`src/rtl/target_locator_pkg.sv`:
```
// target_pkg: shared FSM states, result flags and width helpers for the target locator.
package target_pkg;

    typedef enum logic [2:0] {IDLE, ACCUM, DIV_X, DIV_Y, RESULT} state_t;

    typedef struct packed {
        logic found;
        logic frame_err;
    } res_flags_t;

    function automatic int cnt_w(input int w, input int h);
        return $clog2(w * h + 1);
    endfunction

    function automatic int x_w(input int w);
        return $clog2(w);
    endfunction

    function automatic int y_w(input int h);
        return $clog2(h);
    endfunction

    function automatic int sum_x_w(input int w, input int h);
        return $clog2(w * h * w);
    endfunction

    function automatic int sum_y_w(input int w, input int h);
        return $clog2(w * h * h);
    endfunction

endpackage

```
`src/rtl/target_locator_seq_divider.sv`:
```
// seq_divider: restoring divider, one quotient bit per cycle; the start edge already
// retires the first bit, so done rises NW cycles after start with the quotient valid.
module seq_divider #(
    parameter int NW = 8,
    parameter int DW = 4,
    parameter int QW = NW
) (
    input  logic          clk,
    input  logic          rst_n,
    input  logic          start,
    input  logic [NW-1:0] dividend,
    input  logic [DW-1:0] divisor,
    output logic          busy,
    output logic          done,
    output logic [QW-1:0] quotient
);
    localparam int KW = $clog2(NW + 1);

    logic [KW-1:0] cnt;
    logic [DW-1:0] rem, rem_in, rem_nx;
    logic [NW-1:0] quo, quo_in;
    logic [DW:0]   shifted, diff;
    logic          fits;

    assign busy     = cnt != '0;
    assign quotient = quo[QW-1:0];

    always_comb begin
        rem_in  = start ? '0 : rem;
        quo_in  = start ? dividend : quo;
        shifted = {rem_in, quo_in[NW-1]};
        diff    = shifted - {1'b0, divisor};
        fits    = shifted >= {1'b0, divisor};
        rem_nx  = fits ? diff[DW-1:0] : shifted[DW-1:0];
    end

    always_ff @(posedge clk or negedge rst_n) begin
        if (!rst_n) begin
            cnt  <= '0;
            rem  <= '0;
            quo  <= '0;
            done <= 1'b0;
        end else begin
            done <= !start && busy && cnt == KW'(1);
            if (start || busy) begin
                cnt <= start ? KW'(NW - 1) : cnt - 1'b1;
                rem <= rem_nx;
                quo <= {quo_in[NW-2:0], fits};
            end
        end
    end
endmodule

```
`src/rtl/target_locator.sv`:
```
// target_locator: accumulates orange-pixel statistics over a streamed frame and
// reports count, centroid and bounding box once per frame over valid/ready.
module target_locator import target_pkg::*; #(
    parameter int IMG_W      = 320,
    parameter int IMG_H      = 240,
    parameter int MIN_PIXELS = 64,
    localparam int CW  = cnt_w(IMG_W, IMG_H),
    localparam int XW  = x_w(IMG_W),
    localparam int YW  = y_w(IMG_H),
    localparam int SW  = sum_x_w(IMG_W, IMG_H),
    localparam int SYW = sum_y_w(IMG_W, IMG_H),
    localparam int DVW = SW > SYW ? SW : SYW,
    localparam int QW  = XW > YW ? XW : YW
) (
    input  logic          clk,
    input  logic          rst_n,
    input  logic          pix_valid,
    output logic          pix_ready,
    input  logic          pix_sop,
    input  logic          pix_eop,
    input  logic          pix_is_orange,
    output logic          res_valid,
    input  logic          res_ready,
    output logic          res_found,
    output logic          res_frame_err,
    output logic [CW-1:0] res_count,
    output logic [XW-1:0] res_cx,
    output logic [YW-1:0] res_cy,
    output logic [XW-1:0] res_min_x,
    output logic [XW-1:0] res_max_x,
    output logic [YW-1:0] res_min_y,
    output logic [YW-1:0] res_max_y,
    output logic [7:0]    drop_count
);
    state_t       state, state_nx;
    res_flags_t   flags;
    logic [XW-1:0] x, cur_x, min_x, max_x, bmin_x, bmax_x;
    logic [YW:0]   y, cur_y;
    logic [YW-1:0] cy_lo, min_y, max_y, bmin_y, bmax_y;
    logic [CW-1:0] cnt;
    logic [SW-1:0] sum_x;
    logic [SYW-1:0] sum_y;
    logic          err, take, sop, beat, in_rng, hit, last_col, found_c;
    logic          div_start, div_busy, div_done;
    logic [QW-1:0] div_q;

    assign pix_ready = rst_n && (state == IDLE || state == ACCUM);
    assign res_valid = state == RESULT;
    assign take      = pix_valid && pix_ready;
    assign sop       = take && pix_sop;
    assign beat      = sop || (take && state == ACCUM);
    // An SOP beat always lands at (0,0) against freshly initialised accumulators
    assign cur_x     = sop ? '0 : x;
    assign cur_y     = sop ? '0 : y;
    assign cy_lo     = cur_y[YW-1:0];
    assign in_rng    = cur_y < (YW+1)'(IMG_H);
    assign hit       = beat && pix_is_orange && in_rng;
    assign last_col  = cur_x == XW'(IMG_W - 1);
    assign bmin_x    = sop ? XW'(IMG_W - 1) : min_x;
    assign bmax_x    = sop ? '0 : max_x;
    assign bmin_y    = sop ? YW'(IMG_H - 1) : min_y;
    assign bmax_y    = sop ? '0 : max_y;
    assign found_c   = cnt >= CW'(MIN_PIXELS) && !err;
    assign res_found     = flags.found;
    assign res_frame_err = flags.frame_err;

    always_ff @(posedge clk or negedge rst_n) begin
        if (!rst_n) begin
            x     <= '0;
            y     <= '0;
            cnt   <= '0;
            sum_x <= '0;
            sum_y <= '0;
            min_x <= XW'(IMG_W - 1);
            max_x <= '0;
            min_y <= YW'(IMG_H - 1);
            max_y <= '0;
            err   <= 1'b0;
        end else if (beat) begin
            x     <= last_col ? '0 : cur_x + 1'b1;
            y     <= (last_col && in_rng) ? cur_y + 1'b1 : cur_y;
            cnt   <= (sop ? '0 : cnt) + CW'(hit);
            sum_x <= (sop ? '0 : sum_x) + (hit ? SW'(cur_x) : '0);
            sum_y <= (sop ? '0 : sum_y) + (hit ? SYW'(cur_y) : '0);
            min_x <= (hit && cur_x < bmin_x) ? cur_x : bmin_x;
            max_x <= (hit && cur_x > bmax_x) ? cur_x : bmax_x;
            min_y <= (hit && cy_lo < bmin_y) ? cy_lo : bmin_y;
            max_y <= (hit && cy_lo > bmax_y) ? cy_lo : bmax_y;
            err   <= (!sop && err) || !in_rng ||
                     (pix_eop && (!last_col || cur_y != (YW+1)'(IMG_H - 1)));
        end
    end

    always_ff @(posedge clk or negedge rst_n) begin
        if (!rst_n) state <= IDLE;
        else        state <= state_nx;
    end

    always_comb begin
        state_nx = state;
        case (state)
            IDLE:    if (sop) state_nx = pix_eop ? DIV_X : ACCUM;
            ACCUM:   if (take && pix_eop) state_nx = DIV_X;
            DIV_X:   if (div_done) state_nx = DIV_Y;
            DIV_Y:   if (div_done) state_nx = RESULT;
            RESULT:  if (res_ready) state_nx = IDLE;
            default: state_nx = IDLE;
        endcase
    end

    // The Y divide launches in the same cycle the X quotient appears
    assign div_start = state == DIV_X && !div_busy;

    seq_divider #(.NW(DVW), .DW(CW), .QW(QW)) u_div (
        .clk      (clk),
        .rst_n    (rst_n),
        .start    (div_start),
        .dividend (div_done ? DVW'(sum_y) : DVW'(sum_x)),
        .divisor  (cnt == '0 ? CW'(1) : cnt),
        .busy     (div_busy),
        .done     (div_done),
        .quotient (div_q)
    );

    always_ff @(posedge clk or negedge rst_n) begin
        if (!rst_n) begin
            res_cx     <= '0;
            res_cy     <= '0;
            res_count  <= '0;
            res_min_x  <= '0;
            res_max_x  <= '0;
            res_min_y  <= '0;
            res_max_y  <= '0;
            flags      <= '0;
            drop_count <= '0;
        end else begin
            if (sop && state == ACCUM && drop_count != 8'hFF) drop_count <= drop_count + 1'b1;
            if (state == DIV_X && div_done) res_cx <= found_c ? div_q[XW-1:0] : '0;
            if (state == DIV_Y && div_done) begin
                res_cy    <= found_c ? div_q[YW-1:0] : '0;
                res_count <= cnt;
                res_min_x <= found_c ? min_x : '0;
                res_max_x <= found_c ? max_x : '0;
                res_min_y <= found_c ? min_y : '0;
                res_max_y <= found_c ? max_y : '0;
                flags     <= '{found: found_c, frame_err: err};
            end
        end
    end
endmodule

```
`config.mk`:
```
export PLATFORM = sky130hd
export DESIGN_NAME = target_locator
export DESIGN_NICKNAME = d
export VERILOG_FILES = /design/src/rtl/target_locator_pkg.sv /design/src/rtl/target_locator_seq_divider.sv /design/src/rtl/target_locator.sv
export SDC_FILE = /design/constraint.sdc
export NUM_CORES = 1
export LEC_CHECK = 0
export BUFFER_PORTS_ARGS = -buffer_cell sky130_fd_sc_hd__buf_2
export CORE_ASPECT_RATIO = 1.1
export CORE_MARGIN = 5
export CORE_UTILIZATION = 40
export DETAILED_ROUTE_END_ITERATION = 16
export GPL_ROUTABILITY_DRIVEN = 0
export HOLD_SLACK_MARGIN = 0.12
export PLACE_DENSITY_LB_ADDON = 0.1
export SYNTH_ARGS = -nofsm -noshare
export SYNTH_HDL_FRONTEND = slang
export SYNTH_SLANG_ARGS = --single-unit
```
`constraint.sdc`:
```
create_clock -name clk -period 8.42 [get_ports clk]
set_clock_uncertainty 0.05 [all_clocks]
set_input_delay 0.842 -clock clk [delete_from_list [all_inputs] [get_ports clk]]
set_output_delay 0.842 -clock clk [all_outputs]
set_load 0.02 [all_outputs]
```
==> results.ini <==
[global_routing]
gr-usage-all-layers = 0.187
gr-usage-met1 = 0.254
antenna_found_initial = 1
grt_pass1_wl_mm = 59.1
met3_usage = 0.0243
grt_pass1_vias = 11000
use_met2 = 0.315
grt_overflow = 0
top_usage_layer = met2
grt_max_degree = 119

[power_and_ir_drop]
power.internal_mw = 2.91
powerDensity_nw_per_um2 = 301
p_clk_frac = 0.259
combPwrFrac = 0.377
seq_power_share = 0.363
switching_power_mw = 1.77
vdd_drop_max_uv = 182
swShare = 0.379
p_leak_nw = 7.45

[clock_tree]
postCtsSetupRepairBufs = 0
cts.sinks = 249
numCtsBuffers = 29
cts_tree = done
holdBufCountCts = 0
cts.clk_slew.worst_paths_ns = 0.06
ctsRootBufferMaster = clkbuf_16
cts.path.max_buffers = 3
clock_latency_ns = 0.54
htreeDepth = 1
cts-resized-gates = 0

[synthesis]
synth-seq-area-share = 0.451
synth_top_area_frac = 0.425
synthesis.area_sq_um = 13900
ys.flop_type = dfrtp_1
synth_edf_count = 0
syn_avg_cell_area_sq_um = 8.90
post_synth_inst_count = 1556
synth-async-reset-ratio = 1.00
ys_types = 79
yosysWarnings = 0
synth-seq-cells = 249
synth_fp_nets = 1639
synth_top_area_cell = dfrtp_1
synth.area.top_cells = dfrtp_1 42%, nand2_1 7.7%, ha_1 6.6%

[floorplan]
initial_utilization = 0.405
rows = 71
io_pins = 87
die_width_um = 187
die_h_um = 205
die_area_sq_um = 38500
coreArea_sq_um = 34200

[sta]
relSlewSlack = 0.283
min_period_ns = 5.12
slew_viol_final = 0
setup_tns_ns = 0
max_slew.worst_pin.slew_ns = 1.08
fmax_ghz = 0.195
setup_violations = 0
period_share = 0.608
rsz0062_at_grt = no
hold_viol = 0

[critical_path]
worst-path-max-fanout = 26
worstPathRequired_ns = 8.83
end_kind = register
path_class = register to register
arrival_ns = 5.53
start_kind = register

[detailed_routing]
via_count = 11000
ant_nets = 0
drt_iter0_markers = 588
drc_errors = 0
drt-total-wl_mm = 36.3
wl_per_cell_um = 17.6
via_per_inst = 5.32
drt_pass1_iterations = 5

[min_path]
hold_path_class = input pin to asynchronous set/reset pin

[job]
drv_cap = 0

[cells_and_area]
fin_area_sq_um = 15500
drive_above_1_share = 0.121
layout_common_cells = 285 x nand2_1, 235 x dfrtp_1, 147 x nor2_1
area_delta_synth_final_pct = 12.2
final_common_cell = nand2_1
nets = 1691

[placed_design]
dp_hpwl_mm = 25.5
placed_cell_area_sq_um = 14600
port-buffer-count = 86

[outcome]
status = finished, final reports clean

worst paths after layout:
path,start,end,slack [ns],depth (start not counted)
max,state[2]$_DFFE_PN0P_,u_div.rem[4]$_DFFE_PN0P_,3.30,17
min,rst_n,u_div.rem[5]$_DFFE_PN0P_,0.30,1
max reg2reg,state[2]$_DFFE_PN0P_,u_div.rem[4]$_DFFE_PN0P_,3.30,17
min reg2reg,res_min_x[1]$_DFFE_PN0P_,res_min_x[1]$_DFFE_PN0P_,0.41,2
max in group asynchronous,rst_n,res_max_x[0]$_DFFE_PN0P_,5.57,3
min in group clk,res_min_x[1]$_DFFE_PN0P_,res_min_x[1]$_DFFE_PN0P_,0.41,2
per-stage QoR:
step           std cells  hold slack [ns]  total power, mW  worst slack, ns   util
3_3_place_gp        2015            0.399             3.47             2.97  0.428
4_1_cts             2068            0.361             4.74             3.27  0.455
5_1_grt             2068            0.376             5.04             2.85  0.455
2_1_floorplan       1556            0.395             3.03             4.31      -
6_report            2069            0.295             4.68             3.30  0.455
3_5_place_dp        2015            0.400             3.50             2.92  0.428
power groups by stage:
stage,Clock [mW],Combinational [mW],Sequential (mW)
2_1_floorplan,0,1.29,1.74
3_3_place_gp,0,1.75,1.72
3_5_place_dp,0,1.78,1.72
4_1_cts,1.25,1.79,1.70
5_1_grt,1.30,2.00,1.74
6_report,1.21,1.77,1.70
worst max-delay path, stage by stage, from the launching register on:
cell and delay (ns):
dfrtp_1 0.52, nand2b_1 0.26, nor2_1 0.13, buf_4 0.21, nand2_1 0.46, nor2_1 0.24, a21oi_1 0.09, ha_1 0.27
fa_1 0.43, nor2b_4 0.19, o31ai_4 0.09, a211oi_2 0.32, a211oi_2 0.18, o22ai_2 0.23, a211o_1 0.79, nand3_1 0.18
a21boi_1 0.18, o221ai_1 0.18
flip-flops by register name, summed over array words and instances (netlist names), 3 cells and up:
register    flops
res_max_y       8
cnt            17
x               9
res_min_x       9
max_y           8
max_x           9
res_max_x       9
u_div.rem      17
y               9
res_cx          9
res_min_y       8
sum_y          25
sum_x          25
min_x           9
drop_count      8
u_div.cnt       5
u_div.quo      25
state           3
res_count      17
res_cy          8
min_y           8
cell type report:
| type | count | area (sq um) |
|---|---|---|
| Sequential cell | 249 | 6250 |
| Fill cell | 3416 | 18700 |
| Inverter | 50 | 188 |
| Tap cell | 438 | 548 |
| Timing Repair Buffer | 100 | 546 |
| Clock inverter | 3 | 20.0 |
| Clock buffer | 50 | 895 |
| Antenna cell | 1 | 2.50 |
| Multi-Input combinational cell | 1178 | 7100 |
cell usage after synthesis, drive strengths merged, types with 7 or more instances:
library cell and count:
inv 50, and3 11, nor4 10, a2bb2oi 15
nand2 290, o21a 12, nor2b 12, ha 73
a21oi 82, o21ai 132, xnor2 55, nor2 151
nand3 72, and2 48, a31o 7, clkbuf 62
or2 8, nand2b 8, nand4 17, o21bai 12
buf 17, dfrtp 235, xor2 18, mux2i 34
nor3 21, a211oi 8, dfstp 14, a21o 16
layer usage:
metal  wire (um)  part of all wire  vias to the layer above
met3        1220             0.034                       57
met1       17000              0.47                     5330
met5           0                 0                        -
met2       17000              0.47                      169
li1            -                 -                     5459
met4        1130             0.031                        0
logic make-up (layout without fill, tap and decap cells):
group	Yosys count	in the layout	share of synthesized area
buf+inv	129	203	0.0377
xor+xnor	73	73	0.0462
flops	249	249	0.451
other cells	0	1	0
mux	38	38	0.0278
simple gates	665	665	0.218
compound gates	326	326	0.149
fa+ha+maj	76	76	0.0703
Note: power is estimated with default switching activity, not from simulation.
